--- src/rtl/adc_trig_capture.sv ---
// adc_trig_capture: triggered ADC acquisition (arm, pre-fill, level/hysteresis/ext/sw trigger, post count) into a circular BRAM.
// Define TRIG_TIMESTAMP_EN to add a 64-bit free-running counter latched into trig_ts_o on the trigger cycle.
module adc_trig_capture #(
    parameter int DW = 14,
    parameter int AW = 13
) (
    input  logic          adc_clk_i,
    input  logic          adc_rst_i,
    input  logic [DW-1:0] adc_dat_i,
    input  logic          arm_i,
    input  logic          abort_i,
    input  logic [1:0]    trig_src_i,
    input  logic          trig_sw_i,
    input  logic          trig_ext_i,
    input  logic [DW-1:0] trig_level_i,
    input  logic [DW-1:0] trig_hyst_i,
    input  logic [AW-1:0] pretrig_i,
    input  logic [AW-1:0] posttrig_i,
    output logic [AW-1:0] bram_addr_o,
    output logic [DW-1:0] bram_dat_o,
    output logic          bram_we_o,
    output logic [AW-1:0] trig_addr_o,
    output logic          busy_o,
    output logic          triggered_o,
    output logic          done_o
`ifdef TRIG_TIMESTAMP_EN
    ,
    output logic [63:0]   trig_ts_o
`endif
);
    typedef enum logic [2:0] {IDLE, PRE, WAIT, POST, DONE} state_t;
    state_t state, state_nxt;
    logic [DW-1:0] s_q;
    logic [AW-1:0] ptr, pre_cnt, post_cnt, post_eff;
    logic [1:0] ext_sync;
    logic ext_d, ext_pulse, r_arm, f_arm, rise_hit, fall_hit, trig, start, flag_en;
    logic signed [DW+1:0] s_x, lvl_x, hyst_x, lo, hi;
    // Two guard bits keep level +/- hysteresis exact for any input combination.
    assign s_x = {{2{s_q[DW-1]}}, s_q};
    assign lvl_x = {{2{trig_level_i[DW-1]}}, trig_level_i};
    assign hyst_x = {2'b00, trig_hyst_i};
    assign lo = lvl_x - hyst_x;
    assign hi = lvl_x + hyst_x;
    assign rise_hit = r_arm && s_x >= lvl_x;
    assign fall_hit = f_arm && s_x <= lvl_x;
    assign post_eff = posttrig_i == '0 ? AW'(1) : posttrig_i;
    assign flag_en = state == PRE || state == WAIT;
    assign trig = state == WAIT && !abort_i && (trig_sw_i || (trig_src_i == 2'd1 && rise_hit) ||
                  (trig_src_i == 2'd2 && fall_hit) || (trig_src_i == 2'd3 && ext_pulse));
    assign start = (state == IDLE || state == DONE) && arm_i && !abort_i;
    assign busy_o = state == PRE || state == WAIT || state == POST;
    assign bram_we_o = busy_o;
    assign bram_addr_o = ptr;
    assign bram_dat_o = s_q;
    assign triggered_o = state == POST || state == DONE;
    assign done_o = state == DONE;
    always_comb begin
        state_nxt = state;
        case (state)
            IDLE, DONE: state_nxt = arm_i ? PRE : state;
            PRE:        state_nxt = pre_cnt == pretrig_i ? WAIT : PRE;
            WAIT:       state_nxt = trig ? (post_eff == AW'(1) ? DONE : POST) : WAIT;
            POST:       state_nxt = post_cnt + AW'(1) == post_eff ? DONE : POST;
            default:    state_nxt = IDLE;
        endcase
        if (abort_i) state_nxt = IDLE;
    end
    always_ff @(posedge adc_clk_i) begin
        if (adc_rst_i) begin
            state <= IDLE;
            s_q <= '0;
            ptr <= '0;
            pre_cnt <= '0;
            post_cnt <= '0;
            trig_addr_o <= '0;
            r_arm <= 1'b0;
            f_arm <= 1'b0;
            ext_sync <= '0;
            ext_d <= 1'b0;
            ext_pulse <= 1'b0;
        end else begin
            state <= state_nxt;
            s_q <= adc_dat_i;
            ext_sync <= {ext_sync[0], trig_ext_i};
            ext_d <= ext_sync[1];
            ext_pulse <= ext_sync[1] & ~ext_d;
            ptr <= start ? '0 : busy_o ? ptr + AW'(1) : ptr;
            pre_cnt <= start ? '0 : state == PRE ? pre_cnt + AW'(1) : pre_cnt;
            post_cnt <= trig ? AW'(1) : state == POST ? post_cnt + AW'(1) : post_cnt;
            trig_addr_o <= trig ? ptr : trig_addr_o;
            r_arm <= flag_en && (s_x < lo || (r_arm && !(state == WAIT && rise_hit)));
            f_arm <= flag_en && (s_x > hi || (f_arm && !(state == WAIT && fall_hit)));
        end
    end
`ifdef TRIG_TIMESTAMP_EN
    logic [63:0] ts;
    always_ff @(posedge adc_clk_i) begin
        if (adc_rst_i) begin
            ts <= '0;
            trig_ts_o <= '0;
        end else begin
            ts <= ts + 64'd1;
            trig_ts_o <= trig ? ts : trig_ts_o;
        end
    end
`endif
endmodule

--- config.mk ---
export PLATFORM = sky130hd
export DESIGN_NAME = adc_trig_capture
export DESIGN_NICKNAME = d
export VERILOG_FILES = /design/src/rtl/adc_trig_capture.sv
export SDC_FILE = /design/constraint.sdc
export NUM_CORES = 1
export LEC_CHECK = 0
export ABC_AREA = 1
export BUFFER_PORTS_ARGS = -buffer_cell sky130_fd_sc_hd__clkbuf_2
export CORE_ASPECT_RATIO = 0.9
export CORE_UTILIZATION = 40
export CTS_CLUSTER_DIAMETER = 100
export DETAILED_ROUTE_END_ITERATION = 10
export PLACE_DENSITY_LB_ADDON = 0.1
export SLEW_MARGIN = 10
export SYNTH_ARGS = -nofsm -noshare
export SYNTH_HDL_FRONTEND = slang
export SYNTH_SLANG_ARGS = --single-unit
--- constraint.sdc ---
create_clock -name adc_clk_i -period 6.6 [get_ports adc_clk_i]
set_clock_uncertainty 0.05 [all_clocks]
set_input_delay 0.66 -clock adc_clk_i [delete_from_list [all_inputs] [get_ports adc_clk_i]]
set_output_delay 0.66 -clock adc_clk_i [all_outputs]
set_load 0.02 [all_outputs]
Word-level counts from Yosys, hierarchy flattened
Cells that the tools add are included.

Add/sub/neg operators: 5. Multipliers: 0. Divide/modulo/power cells: 0. Order comparisons: 4. Equal/unequal tests: 11. Shift-type cells: 0. Mux-type cells: 9. Bitwise logic cells: 2. Reduce and logical (&&, ||, !) cells: 34.

Operators by type and width (number): adder 13 x 1 -> 13 bit (second input constant) (3); == test 13 bit (2); adder 14 x 15 -> 16 bit (1); greater-than comparator 14 x 16 -> 1 bit (1); less-than comparator 14 x 16 -> 1 bit (1); subtractor 14 x 15 -> 16 bit (1); logical AND 1 bit (15); greater-or-equal comparator 14 bit (1); less-or-equal comparator 14 bit (1); == test 13 x 1 -> 1 bit (second input constant) (1); zero test 13 bit (1); 2-to-1 mux 13 bit (1); 2-to-1 mux 3 bit (4); one-hot mux 3 bit (4 select lines) (1); logical OR 1 bit (9); OR reduction 2 bit (4); == test 3 x 2 -> 1 bit (second input constant) (2); == test 2 bit (second input constant) (2); == test 3 x 1 -> 1 bit (second input constant) (1); == test 3 bit (second input constant) (1); zero test 1 bit (3); zero test 3 bit (1); == test 2 x 1 -> 1 bit (second input constant) (1); 2-to-1 mux 1 bit (2); other kinds (5) (5).

Register bits after elaboration: 75. Latch bits: 0. Memory bits (writable): 0. ROM bits: 0. Input port bits: 76. Output and inout port bits: 44. Logic and storage cells: 77. Memories: 0.

Longest topological paths before layout
Gate-level depths: netlist (run 1).

Depth in word-level cells: 9. Gate-level depth with buffers: 21.

Least setup slack after synthesis (run 1)
OpenSTA, ideal clock, no wires.

Kind: input to register. From: in trig_hyst_i[6]. To: reg f_arm. Arrival time: 3.157 ns. Slack: 3.268 ns. Stages: 21. Path through: inv_1 ha_1 clkbuf_1 inv_1 a21oi_1 o21ai_0 nand2_1 nand4_1 nand3_1 nand2_1 a21oi_1 xor2_1 ha_1 nand2_1 inv_1 nand3_1 inv_1 a211oi_1 nand3_1 o211ai_1 a21oi_1.

Longest elaborated chain between the ends: 4.

RTL lines: start: declaration (RTL line 16) `input logic [DW-1:0] trig_hyst_i,`; adder 14 x 15 -> 16 bit (RTL line 43) `assign hi = lvl_x + hyst_x;`; greater-than comparator 14 x 16 -> 1 bit (RTL line 92) `f_arm <= flag_en && (s_x > hi || (f_arm && !(state == WAIT && fall_hit)));`; logical OR 1 bit (RTL line 92); logical AND 1 bit (RTL line 92); end signal: assignment (RTL line 92); end: declaration (RTL line 36) `logic ext_d, ext_pulse, r_arm, f_arm, rise_hit, fall_hit, trig, start, flag_en;`.

No other way between the ends. A chain may end at the register's enable or synchronous reset.

Worst setup path after layout (run 1)
From: in trig_level_i[4]. To: reg f_arm.

Longest elaborated chain between the ends: 7. Elaborated cells on any way between the ends: 9. Those cells by class: add/sub (1); order compare (2); reduce/logical (6).

RTL lines: start: declaration (RTL line 15) `input logic [DW-1:0] trig_level_i,`; branches (longest 5 deep; another with adder 14 x 15 -> 16 bit); logical OR 1 bit * (RTL line 92); logical AND 1 bit * (RTL line 92).

Every way passes the cells marked *.

==> impl_metrics.toml, run 1 <==
[floorplan]
start_util = 0.4128
die_w_um = 132.4
rows = 42
dieHeight_um = 119.3
pin_count = 120
coreArea_um2 = 14820
die_area_um2 = 15790

[setup_path]
path_buf_inv = 3
required_ps = 6760
critPathCapture = "f_arm"
worstSetupPathType = "in -> reg"
cp_cell_sequence = "clkbuf_2, ha_1, inv_1, a21oi_1, o21ai_0, nand2_1, nand4_1, nand3_1, nand2_1, a21oi_1, xor2_1, ha_1, nand2_1, inv_1, nand3_1, nor3_1, nand2_1, a21o_1, o211ai_1, a21oi_1"
path_common_cell = "nand2_1"
rr_startpoint = "bram_dat_o[13]"
path_depth = 20
crit_fanout = 7
start_kind = "input port"
path_delay_family = "simple AND/OR/NAND/NOR gates"
r2r-end = "post_cnt[6]"
worstRegToRegCells = 12
r2r_slack_ps = 3870
slowest_stage = "ha_1"
arrival_ps = 3640
endpoint_kind = "register"
startpoint = "trig_level_i[4]"
slowest_delay_ps = 400

[placed_design]
place_area_um2 = 6874
place_hpwl_mm = 12.45
port_buffers = 119
place_inst = 1210
gp_congestion = 0.8418
pre_cts_ws_ps = 2852

[detailed_routing]
vias = 5851
wl_mm = 15.14
remaining_drc_errors = 0
drtPass1Iterations = 5
vias_per_cell = 4.772
routedWlPerCell_um = 12.35
drtAntennaViolNets = 0
drt_iter0_drc = 263

[outcome]
status = "finished clean"

[yosys]
synthCells = 910
async_flop_share = 0
ys_seq_elements = 75
synth_nets = 1065
synth.distinct_cells = 50
synthFlopType = "dfxtp_1"
synth_area_leaders = "dfxtp_1 (25%), ha_1 (16%), nand2_1 (10%)"
synth_edf_count = 0
synth_area_um2 = 6117
synthTopCellsByCount = "nand2_1 (171), inv_1 (140), nor2_1 (113), ha_1 (77), a21oi_1 (76)"
synth_most_common_cell = "nand2_1"
yosys.area.top_type_share = 0.2454
synthesis.area_per_instance_um2 = 6.722
synth_area_leader_cell = "dfxtp_1"
ys_seq_area_frac = 0.2454
yosysWarnings = 0

[clock_tree]
cts_hold_buf = 0
clk_path_buf_depth = 2
cts.repair.resized = 0
cts_max_level = 3
postCtsSetupRepairBufs = 0
clk_pin_slew_ps = 60
cts_buffers = 9
cts_tree = "built"
cts_sinks = 75
clk_latency_ps = 340
cts-root-buf = "clkbuf_16"

[global_route]
grt_pass1_wl_mm = 25.43
antenna_found_initial = 0
grt_pass1_vias = 5364
grt_remaining_overflow = 0
grt_max_degree = 23
grt_usage = 0.2004

[pwr]
switchingPower_uw = 397.6
vdd.ir_drop.worst_v = 0.0001301
switching_share = 0.3222
power_density_nw_per_um2 = 172.6
power.leakage_nw = 3.600
p_seq_frac = 0.379
p_int_uw = 836.5
pwr-share-comb = 0.246
p_clk_frac = 0.374

[finish]
post-route-util = 0.4825
layout.nets = 1178
stdcell_count = 1226
areaGrowthSynthToFinish_pct = 16.90
drive_gt1_frac = 0.1663
diodes = 0
design_area_um2 = 7151

[job]
cap_violations = 0

[timing]
finalSetupViolCount = 0
maxSlewHeadroom = 0.5309
worst_slack_ps = 3121
final-hold-violation-count = 0
slew_viol_final = 0
period_needed_ps = 3479
rsz0062_at_grt = "no"
setup_tns_ps = 0
min_period_over_period = 0.5272
timing.fmax_ghz = 0.2874
worstMarginPinSlew_ps = 697.3

[hold_path]
min_path_type = "reg -> reg"
state kept, by name (all words and copies together) (netlist names), 2 cells and up:
signal       flops
bram_addr_o     13
state            3
bram_dat_o      14
trig_addr_o     13
ext_sync         2
pre_cnt         13
post_cnt        13
cell type report:
cell class / count / area [µm²]
multi-input cells: 669 / 3960
clock inverters: 7 / 51.30
clock buffers: 9 / 225.2
flip-flops and latches: 75 / 1501
inverters: 147 / 554.3
repair buffers: 121 / 610.6
fillers: 1611 / 7669
well taps: 198 / 247.7
power by group through the flow:
stage	Combinational, mW	Sequential [mW]	Clock, mW
2_1_floorplan	0.210	0.481	0
3_3_place_gp	0.304	0.479	0
3_5_place_dp	0.303	0.479	0
4_1_cts	0.305	0.468	0.481
5_1_grt	0.351	0.469	0.500
6_report	0.304	0.468	0.462
stage by stage:
stage | hold slack (ps) | power (mW)
2_1_floorplan | 324.4 | 0.6909
3_3_place_gp | 329.1 | 0.7826
3_5_place_dp | 328.4 | 0.7816
4_1_cts | 344.5 | 1.254
5_1_grt | 363.9 | 1.320
6_report | 342.2 | 1.234
worst reg2reg max path, stage by stage (launching register included):
cell	delay (ps)
dfxtp_1	410
ha_1	460
nand2_1	120
nor2_2	230
inv_2	70
nor2_4	160
nand4_1	220
nand3_1	200
nand2_1	80
nand3_2	100
nand2_4	140
nand2_2	280
nor2_1	80
logic make-up (layout without fill, tap and decap cells):
family                   after synthesis  count (layout)  share of synthesized area
flip-flops                            75              75                     0.2454
buffers and inverters                166             284                     0.1072
AND/OR/NAND/NOR                      397             397                     0.2900
AO/OA/AOI/OAI                        156             156                     0.1381
adder cells (fa/ha/maj)               79              79                     0.1640
XOR/XNOR                              37              37                    0.05523
placed cells by master, fill, tap and decap left out, types with 3 or more instances in the layout:
cell type and n:
o22ai_1 3, clkbuf_2 119, o21ai_1 12, nand2_1 171
nand3_2 4, nand3_1 53, a31oi_1 5, or2_2 4
nor2_1 113, o211ai_1 3, xor2_1 32, xnor2_1 4
nor3_2 4, nand4_1 13, nor2_2 4, clkbuf_16 9
nor3_1 14, nand2_4 3, a21oi_1 76, inv_2 5
o21ai_0 41, ha_1 77, nand2_2 3, inv_1 140
dfxtp_1 75
layer usage:
| metal | vias up | wire [µm] | global-route usage |
|---|---|---|---|
| met5 | - | 0 | 0 |
| met4 | 0 | 103 | 0.03664 |
| met3 | 10 | 745 | 0.04427 |
| met2 | 129 | 5991 | 0.2901 |
| met1 | 2521 | 8298 | 0.3010 |
| li1 | 3191 | - | - |
worst min-delay path by stage:
stage                end  start  depth (start not counted)
3_5_place_dp   ext_pulse  ext_d                          1
5_1_grt        ext_pulse  ext_d                          1
2_1_floorplan  ext_pulse  ext_d                          1
3_3_place_gp   ext_pulse  ext_d                          1
6_report       ext_pulse  ext_d                          1
4_1_cts        ext_pulse  ext_d                          1
Power figures use the tool's default switching activity.
==> run 2, diff against run 1 <==
==> constraint.sdc (replaced) <==
create_clock -name adc_clk_i -period 3.28 [get_ports adc_clk_i]
set_clock_uncertainty 0.05 [all_clocks]
set_input_delay 0.328 -clock adc_clk_i [delete_from_list [all_inputs] [get_ports adc_clk_i]]
set_output_delay 0.328 -clock adc_clk_i [all_outputs]
set_load 0.02 [all_outputs]
==> impl_metrics.toml, run 2 (synthesis gave the netlist of run 1 again) <==
[clock_tree]
cts-root-buf = "clkbuf_16"
cts_hold_buf = 0
clk_latency_ps = 340
cts_buffers = 9
cts_tree = "built"
cts_sinks = 75
clk_pin_slew_ps = 60
cts.repair.resized = 0
clk_path_buf_depth = 2
postCtsSetupRepairBufs = 0
cts_max_level = 3

[timing]
worst_slack_ps = 297.9
setup_tns_ps = 0
worstMarginPinSlew_ps = 687.4
timing.fmax_ghz = 0.3353
maxSlewHeadroom = 0.5375
slew_viol_final = 0
min_period_over_period = 0.9092
holdWs_ps = 122.8
finalSetupViolCount = 0
final-hold-violation-count = 0
period_needed_ps = 2982
rsz0062_at_grt = "no"

[detailed_routing]
routedWlPerCell_um = 12.34
vias = 5943
wl_mm = 15.42
remaining_drc_errors = 0
vias_per_cell = 4.758
drtPass1Iterations = 4
drt_iter0_drc = 295
drtAntennaViolNets = 0

[setup_path]
arrival_ps = 3150
worstSetupPathType = "in -> reg"
start_kind = "input port"
required_ps = 3450
crit_fanout = 5
endpoint_kind = "register"
r2r_slack_ps = 680

[global_route]
grt_usage = 0.2010
grt_max_degree = 23
antenna_found_initial = 0
grt_pass1_wl_mm = 25.54
grt_pass1_vias = 5436
grt_remaining_overflow = 0

[floorplan]
start_util = 0.4128
dieHeight_um = 119.3
rows = 42
die_w_um = 132.4
coreArea_um2 = 14820
die_area_um2 = 15790
pin_count = 120

[pwr]
power.leakage_nw = 3.733
power_density_nw_per_um2 = 357.6
vdd.ir_drop.worst_v = 0.0002297

[outcome]
status = "finished clean"

[finish]
mostFrequentLayoutCell = "nand2_1"
stdcell_count = 1249
areaGrowthSynthToFinish_pct = 20.43
post-route-util = 0.4971
final_cell_mix = "nand2_1 (171), inv_1 (140), clkbuf_2 (119), nor2_1 (113), ha_1 (77)"
largest_reg_flops = 14
drive_gt1_frac = 0.1865
fillers = 1599
regArea_um2 = 1501
multi_input_area_um2 = 3970
diodes = 0
layout.nets = 1201

[job]
cap_violations = 0

[placed_design]
gp_congestion = 0.8239
pre_cts_ws_ps = -20.18
port_buffers = 119
place_hpwl_mm = 12.71
place_inst = 1233

[hold_path]
min_path_type = "in -> reg"
## run 2: path summary, 6_finish.rpt
kind | startpoint | to | cells past startpoint
hold / removal | adc_dat_i[7] | bram_dat_o[7] | 3
setup / recovery | trig_hyst_i[9] | f_arm | 21
hold reg to reg | ext_d | ext_pulse | 1
setup reg to reg | bram_dat_o[13] | post_cnt[5] | 13
## run 2: layer usage
layer  part of all wire  wire length, µm  track usage
met1               0.55             8453       0.2976
met2               0.40             6152       0.2984
met3              0.044              673      0.03661
met4             0.0088              136      0.04526
met5                  0                0            0
## run 2: critical path, stage by stage
cell and delay (ps):
clkbuf_2 90, inv_1 40, ha_1 360, inv_1 120, a21oi_1 190, nor2_1 60, a211oi_1 210, nand3_1 140
a21oi_1 150, nor2_1 50, nor2_1 130, xor2_1 170, ha_1 250, nand2_1 80, inv_1 40, nand3_1 100
inv_1 70, a211oi_2 240, nand3_1 100, o211ai_1 160, a21oi_1 80
## run 2: layout make-up
type / count / share of cell area
multi-input combinational: 669 / 0.5389
sequential: 75 / 0.2038
timing repair buffer: 144 / 0.1063
inverter: 147 / 0.07524
tap: 198 / 0.03363
clock buffer: 9 / 0.03057
clock inverter: 7 / 0.01155
## run 2: power breakdown
group          total [mW]  internal (mW)  leakage [nW]  switching (mW)
clock                1.03          0.604         0.153           0.428
combinational       0.662          0.278          2.97           0.384
sequential          0.940          0.924         0.609          0.0153
total                2.63           1.81          3.73           0.828
## run 2: through the flow
step           power [mW]  area (µm²)
2_1_floorplan       1.390        6117
3_3_place_gp        1.616        7047
4_1_cts             2.666        7357
6_report            2.634        7367
5_1_grt             2.802        7367
3_5_place_dp        1.617        7047
